### config.mk
export PLATFORM = sky130hd
export DESIGN_NAME = pipeline_hazard_ctrl
export DESIGN_NICKNAME = d
export VERILOG_FILES = /design/src/rtl/pipeline_pkg.sv /design/src/rtl/mc_busy_counter.sv /design/src/rtl/pipeline_hazard_ctrl.sv
export SDC_FILE = /design/constraint.sdc
export NUM_CORES = 1
export LEC_CHECK = 0
export CELL_PAD_IN_SITES_DETAIL_PLACEMENT = 0
export CELL_PAD_IN_SITES_GLOBAL_PLACEMENT = 1
export CORE_MARGIN = 8
export CORE_UTILIZATION = 27
export CTS_CLUSTER_SIZE = 14
export DETAILED_ROUTE_END_ITERATION = 16
export PLACE_DENSITY_LB_ADDON = 0.1
export SYNTH_ARGS = -nofsm -noshare
export SYNTH_HDL_FRONTEND = slang
export SYNTH_HIERARCHICAL = 1
export SYNTH_SLANG_ARGS = --single-unit
### constraint.sdc
create_clock -name clk -period 2.15 [get_ports clk]
set_input_delay 0.43 -clock clk [delete_from_list [all_inputs] [get_ports clk]]
set_output_delay 0.43 -clock clk [all_outputs]
set_load 0.01 [all_outputs]
### src/rtl/pipeline_pkg.sv
// Shared types for the 5-stage pipeline hazard controller.
// Register width, forwarding-select encodings, in-flight slot record.
package pipeline_pkg;

  localparam int REG_AW = 3;

  typedef enum logic [1:0] {
    FWD_RF    = 2'd0,
    FWD_EXMEM = 2'd1,
    FWD_MEMWB = 2'd2,
    FWD_WBREG = 2'd3
  } fwd_sel_t;

  typedef struct packed {
    logic              valid;
    logic [REG_AW-1:0] rd;
    logic              writes_rd;
    logic              is_load;
  } hz_slot_t;

  function automatic logic hit(
    hz_slot_t          s,
    logic [REG_AW-1:0] idx,
    logic              used,
    logic              id_valid
  );
    return s.valid && s.writes_rd &&
           id_valid && used &&
           (idx == s.rd);
  endfunction

endpackage

### src/rtl/mc_busy_counter.sv
// Multi-cycle EX occupancy counter: load MC_LAT-1, count down to 0.
// Ports: clk, reset (async high), load, busy (count != 0).
module mc_busy_counter #(
  parameter int MC_LAT = 4
) (
  input  logic clk,
  input  logic reset,
  input  logic load,
  output logic busy
);

  logic [3:0] cnt;

  always_ff @(posedge clk or posedge reset) begin
    if (reset) begin
      cnt <= 4'd0;
    end else if (load) begin
      cnt <= 4'(MC_LAT - 1);
    end else if (cnt != 4'd0) begin
      cnt <= cnt - 4'd1;
    end
  end

  assign busy = (cnt != 4'd0);

endmodule

### src/rtl/pipeline_hazard_ctrl.sv
// Hazard controller: tracks EX/MEM/WB destinations, drives forwarding,
// stalls (load-use, RAW without forwarding, multi-cycle EX) and flushes.
// Ports: clk, reset, decoded ID fields, ex_branch_taken in;
// stall_pc, stall_id, bubble_ex, flush_id, bubble_mem,
// fwd_sel_a/b (registered), ex_busy out.
module pipeline_hazard_ctrl
  import pipeline_pkg::*;
#(
  parameter int MC_LAT = 4,
  parameter bit FWD_EN = 1'b1
) (
  input  logic              clk,
  input  logic              reset,
  input  logic              id_valid,
  input  logic [REG_AW-1:0] id_rs1,
  input  logic [REG_AW-1:0] id_rs2,
  input  logic              id_rs1_used,
  input  logic              id_rs2_used,
  input  logic [REG_AW-1:0] id_rd,
  input  logic              id_writes_rd,
  input  logic              id_is_load,
  input  logic              id_is_multi,
  input  logic              ex_branch_taken,
  output logic              stall_pc,
  output logic              stall_id,
  output logic              bubble_ex,
  output logic              flush_id,
  output logic              bubble_mem,
  output logic [1:0]        fwd_sel_a,
  output logic [1:0]        fwd_sel_b,
  output logic              ex_busy
);

  hz_slot_t ex_s, mem_s, wb_s, id_s;
  fwd_sel_t sel_a, sel_b;
  fwd_sel_t sel_a_q, sel_b_q;

  logic a_ex, a_mem, a_wb;
  logic b_ex, b_mem, b_wb;
  logic load_use, raw_stall;
  logic take_br, enter;

  assign a_ex  = hit(ex_s,  id_rs1, id_rs1_used, id_valid);
  assign a_mem = hit(mem_s, id_rs1, id_rs1_used, id_valid);
  assign a_wb  = hit(wb_s,  id_rs1, id_rs1_used, id_valid);
  assign b_ex  = hit(ex_s,  id_rs2, id_rs2_used, id_valid);
  assign b_mem = hit(mem_s, id_rs2, id_rs2_used, id_valid);
  assign b_wb  = hit(wb_s,  id_rs2, id_rs2_used, id_valid);

  assign load_use = ex_s.is_load && (a_ex || b_ex);

  // Without forwarding the consumer waits until the producer leaves WB.
  assign raw_stall = FWD_EN ? load_use
                   : (a_ex || a_mem || a_wb ||
                      b_ex || b_mem || b_wb);

  // A branch can never resolve while a multi-cycle op holds EX.
  assign take_br = ex_branch_taken && !ex_busy;

  always_comb begin
    stall_pc   = 1'b0;
    stall_id   = 1'b0;
    bubble_ex  = 1'b0;
    flush_id   = 1'b0;
    bubble_mem = 1'b0;
    if (ex_busy) begin
      stall_pc   = 1'b1;
      stall_id   = 1'b1;
      bubble_mem = 1'b1;
    end else if (take_br) begin
      flush_id  = 1'b1;
      bubble_ex = 1'b1;
    end else if (raw_stall) begin
      stall_pc  = 1'b1;
      bubble_ex = 1'b1;
    end
  end

  always_comb begin
    sel_a = FWD_RF;
    sel_b = FWD_RF;
    if (FWD_EN) begin
      if (a_ex)       sel_a = FWD_EXMEM;
      else if (a_mem) sel_a = FWD_MEMWB;
      else if (a_wb)  sel_a = FWD_WBREG;
      if (b_ex)       sel_b = FWD_EXMEM;
      else if (b_mem) sel_b = FWD_MEMWB;
      else if (b_wb)  sel_b = FWD_WBREG;
    end
  end

  assign enter = id_valid && !bubble_ex &&
                 !stall_pc && !flush_id;

  always_comb begin
    id_s           = '0;
    id_s.valid     = 1'b1;
    id_s.rd        = id_rd;
    id_s.writes_rd = id_writes_rd;
    id_s.is_load   = id_is_load;
  end

  always_ff @(posedge clk or posedge reset) begin
    if (reset) begin
      ex_s    <= '0;
      mem_s   <= '0;
      wb_s    <= '0;
      sel_a_q <= FWD_RF;
      sel_b_q <= FWD_RF;
    end else if (!ex_busy) begin
      ex_s    <= enter ? id_s : '0;
      mem_s   <= ex_s;
      wb_s    <= mem_s;
      sel_a_q <= enter ? sel_a : FWD_RF;
      sel_b_q <= enter ? sel_b : FWD_RF;
    end
  end

  assign fwd_sel_a = sel_a_q;
  assign fwd_sel_b = sel_b_q;

  mc_busy_counter #(
    .MC_LAT (MC_LAT)
  ) u_mc (
    .clk   (clk),
    .reset (reset),
    .load  (enter && id_is_multi),
    .busy  (ex_busy)
  );

endmodule

# == Word-level counts from Yosys, hierarchy flattened ==
# Index checks and enable logic that the tools add are counted.
# word_totals
input_bits,18
ff_bits,24
word_cells,70
output_inout_bits,10
# op_classes
n_addsub,1
n_reduce_logical,31
muxes,19
eq_ne,6
# op_table
operator,count
$logic_and A1 B1 Y1,24
$eq A3 B3 Y1,6
$mux W2,8
$mux W1,8
$mux W4,2
$mux W6,1
$logic_not A1 Y1,4
$reduce_bool A4 Y1,1
$sub A4 B1 Y4 const B,1
$reduce_bool A2 Y1,1
$logic_or A1 B1 Y1,1

# == Logic depth before layout (Yosys ltp) ==
# logic_depth
ltp_word,15
depth_mapped,10
depth_no_buf,8

# == Hierarchy ==
# Netlist, hierarchy kept.
# by_module_without_submodules
mod,n_inst,area_each_um2,seq_area_each_um2,cells_per_inst
pipeline_hazard_ctrl,1,1074.8,500.5,93
mc_busy_counter,1,241.5,100.1,23

# == Worst setup path before layout ==
# No wires, ideal clock.
# synth_timing
kind,register to register
start,reg u_mc.cnt[0]
end,reg u_mc.cnt[3]
path_buffers,2
setup_time_ps,125
arrival_time_ps,2205
setup_slack_ps,-180
t_required_ps,2025
period_less_slack_ps,2330
stages_incl_launch_ff,11
path_cell_list,dfrtp_1 -> inv_1 -> ha_1 -> nor3b_4 -> inv_1 -> clkbuf_1 -> nor4b_4 -> buf_6 -> and2_1 -> nor2b_1 -> mux2_4
# synth_between
elab_chain_len,11
word_cells_on_any_way,20
classes_between,1 x add/sub; 8 x mux; 11 x reduce/logical
# synth_lines
item,line_no,rtl
from (decl),mc_busy_counter.sv:12,logic [3:0] cnt;
from (signal assigned),mc_busy_counter.sv:18,cnt <= 4'(MC_LAT - 1);
from (signal assigned),mc_busy_counter.sv:20,cnt <= cnt - 4'd1;
$reduce_bool A4 Y1,"mc_busy_counter.sv:19, mc_busy_counter.sv:24",
$logic_not A1 Y1,n/a,
$logic_and A1 B1 Y1,pipeline_hazard_ctrl.sv:58,assign take_br = ex_branch_taken && !ex_busy;
$mux W1,pipeline_hazard_ctrl.sv:70,end else if (take_br) begin
$mux W1,pipeline_hazard_ctrl.sv:66,if (ex_busy) begin
$logic_not A1 Y1,pipeline_hazard_ctrl.sv:92,assign enter = id_valid && !bubble_ex &&
$logic_and A1 B1 Y1 (2 in series),pipeline_hazard_ctrl.sv:92,
$logic_and A1 B1 Y1,pipeline_hazard_ctrl.sv:93,!stall_pc && !flush_id;
$logic_and A1 B1 Y1,pipeline_hazard_ctrl.sv:127,".load (enter && id_is_multi),"
$mux W4 / $reduce_bool A2 Y1 (equally long branches),n/a,
# Several ways; a longest one is shown, not always the timed one. The select of a mux whose other input is x is not followed.
# A chain may end at the register's enable or synchronous reset.

# == Final worst setup path ==
# layout_timing
start,in id_rs1_used
end,out bubble_ex
# layout_between
elab_chain_len,7
# layout_lines
item,line_no,rtl
from (decl),pipeline_hazard_ctrl.sv:17,"input logic id_rs1_used,"
$logic_and A1 B1 Y1 (2 in series),pipeline_pkg.sv:28,id_valid && used &&
$logic_or A1 B1 Y1,pipeline_hazard_ctrl.sv:50,assign load_use = ex_s.is_load && (a_ex || b_ex);
$logic_and A1 B1 Y1,pipeline_hazard_ctrl.sv:50,
$mux W1,pipeline_hazard_ctrl.sv:73,end else if (raw_stall) begin
$mux W1,pipeline_hazard_ctrl.sv:70,
$mux W1,pipeline_hazard_ctrl.sv:66,
to (decl),pipeline_hazard_ctrl.sv:26,"output logic bubble_ex,"
# No other way between the ends.

==> results.toml <==
[outcome]
status = "finished clean"

[placed_design]
post-place-cells = 226
dp_hpwl_mm = 2.64
io_buffers = 27
dp_slack_ns = -0.454
place_congestion = 0.728

[layout]
antenna_cells = 0
area_growth_pct = 47.4
instances_no_fill = 237
nNetsFinal = 190
regArea_um2 = 602
fin_util_pct = 41.1
multi_input_area_um2 = 684
fillers = 474
drive_gt1_share_pct = 37.6

[grt]
track_usage_pct = 9.24
first_global_vias = 1162
antenna_found_initial = 0
grt_max_degree = 21
grt_pass1_wl_mm = 5.44
overflow = 0

[die]
die_h_um = 85.8
initial_core_util_pct = 27.9
die_w_um = 85.8
placementRows = 25
ios = 28
coreArea_um2 = 4720
die-area_um2 = 7370

[worst_setup_path]
cp-startpoint = "id_rs1_used"
path_cells = "clkdlybuf4s50_1 -> nand4_1 -> a21oi_2 -> buf_4 -> nor2_1 -> nor2_1 -> buf_2"
rr_worst_depth = 9
start_kind = "input port"
critPathSlowestCell = "clkdlybuf4s50_1"
critPathRequiredTime_ns = 1.72
r2r_end = "u_mc/cnt[3]$_DFFE_PP0P_"
path_common_cell = "nor2_1"
cp_num_buf_inv = 3
crit_type = "input port to primary output"
reg2reg_from = "ex_s[3]$_DFFE_PP0N_"
slowest_delay_ns = 0.50
worst-path-max-fanout = 2
path_delay_family = "buffers and inverters"
cp-end-kind = "primary output"
worst_ep_arrival_time_ns = 1.66
r2r_slack_ns = 0.09

[clocking]
clockBufferDepth = 2
clock_latency_ns = 0.26
cts_tree = "done"
clkSinkCount = 24
clkTransAtPathRegs_ns = 0.08
cts_made_buffers = 3
htreeDepth = 1
clockRootBuffer = "clkbuf_8"

[min_path]
hp-class = "input port to async pin"

[sta]
tightestPinTransition_ns = 0.370
slew_headroom_pct = 75.1
min_period_ns = 2.09
drv_slew = 0
setup_viol = 0
finClkSkew_ns = 0.00780
finalHoldViolations = 0
fmax_mhz = 479
setup_slack_ns = 0.0617
rsz0062_at_grt = "yes"
period_share_pct = 97.1

[detailed_routing]
ant_nets = 0
postRouteWirelength_mm = 3.25
drt-wirelength-per-cell_um = 13.7
firstDrtPassIters = 4
vias = 1039
viasPerCell = 4.38
drt_iter0_drc = 20
drc = 0

[synthesis]
synth_fp_nets = 135
synth_cell_types = 31
synth-edff-count = 0
synth_ff_type = "dfrtp_1"
mappedNetlistArea_um2 = 1320
synth-seq-cells = 24
ys_seq_area_share_pct = 45.6
syn_avg_cell_area_um2 = 11.3
ys_warn_count = 6
synth_cells = 116
ys_async_sr_fraction_pct = 100

[power]
total_power_mw = 1.95
p_leak_nw = 0.909
power.density_nw_per_um2 = 1010
vdd_drop_max_uv = 469

[job]
max-cap-violations = 0
cell type report:
type                       count  share of cell area [%]
multi-input combinational     80                    35.3
sequential                    24                    31.0
tap                           67                    4.32
clock buffer                   3                    2.13
inverter                       6                    1.29
clock inverter                 1                    1.55
timing repair buffer          56                    24.4
Yosys cell counts, types with 3 or more instances:
cell type	count	area share, %
inv_1	6	1.7
nand3_1	5	1.9
xor2_1	10	6.7
a22o_2	4	3.0
xnor2_1	8	5.3
nor3_1	3	1.1
a21oi_1	3	1.1
mux2_2	10	8.6
nor2b_1	3	1.4
nand4_1	3	1.4
nor2_1	7	2.0
a22o_1	5	3.3
dfrtp_1	24	46
worst max path at each step:
| stage | to | slack [ns] | depth (start not counted) |
|---|---|---|---|
| floorplan | u_mc/cnt[3]$_DFFE_PP0P_ | 0.001 | 10 |
| global placement | bubble_ex | -0.47 | 7 |
| detailed placement | bubble_ex | -0.45 | 7 |
| CTS | bubble_ex | 0.02 | 7 |
| global route | bubble_ex | -0.07 | 7 |
| finish | bubble_ex | 0.06 | 7 |
routing by layer:
layer	vias to the layer above	track usage (%)	part of all wire, %
li1	519	-	-
met1	501	9.75	42
met2	17	17.5	54
met3	2	2.77	3.9
met4	0	1.91	0.59
met5	-	0	0
placed cells by master, fill, tap and decap left out, types with 2 or more instances in the layout:
cell type,n
buf_4,29
dfrtp_1,23
clkdlybuf4s50_1,14
mux2_2,10
xor2_1,10
dlygate4sd2_1,10
nor2_1,7
xnor2_1,6
nand3_1,5
a22o_1,5
a22o_2,4
nand4_1,3
nor3_1,3
a21oi_1,3
inv_1,3
clkbuf_8,3
nor2b_1,3
xnor2_2,2
nor4_1,2
nand2_1,2
a21o_1,2
a31o_2,2
mux2i_1,2
inv_2,2
metrics by stage:
step | TNS [ns] | area (µm²) | hold WS (ns)
after detailed placement | -1.81 | 1800 | 0.499
after global routing | -0.0777 | 1940 | 0.391
final | 0 | 1940 | 0.378
after floorplan | 0 | 1330 | 0.196
after CTS | 0 | 1880 | 0.382
after global placement | -1.73 | 1800 | 0.492
what timing repair did:
| item | in CTS | in global routing |
|---|---|---|
| hold buffers | 0 | 0 |
| setup buffers | 4 | 3 |
| gates resized for setup | 20 | 7 |
| pin swaps | 3 | 7 |
| hold endpoints to repair | 0 | 0 |
| endpoints found under the setup margin | 6 | 6 |
kinds of logic (layout without fill, tap and decap cells):
| family | Yosys count | count (layout) | synth area share (%) |
|---|---|---|---|
| AOI/OAI and AO/OA | 17 | 17 | 10.6 |
| adders and majority gates | 1 | 1 | 0.950 |
| xor gates and xnor gates | 18 | 18 | 12.0 |
| muxes | 13 | 13 | 11.2 |
| and+or+nand+nor | 31 | 31 | 14.9 |
| buffers and inverters | 12 | 66 | 4.66 |
| DFF | 24 | 24 | 45.6 |
flip-flops by register name (all words and copies together) (netlist names):
| register | count |
|---|---|
| u_mc/cnt | 4 |
| mem_s | 5 |
| wb_s | 5 |
| fwd_sel_b | 2 |
| ex_s | 6 |
| fwd_sel_a | 2 |
power breakdown:
part	total (mW)	leakage, nW	switching [mW]	internal, mW
Combinational	0.827	0.556	0.328	0.499
Sequential	0.738	0.318	0.148	0.589
Clock	0.386	0.0357	0.138	0.249
worst register-to-register path, stage by stage, from the launching register on:
cell,delay (ns)
dfrtp_2,0.47
xnor2_2,0.15
nand4_1,0.15
a21oi_2,0.08
buf_4,0.14
buf_4,0.13
nor4b_4,0.29
and2_4,0.22
nor2b_1,0.04
mux2_4,0.26
Note: power is estimated with default switching activity, not from simulation.
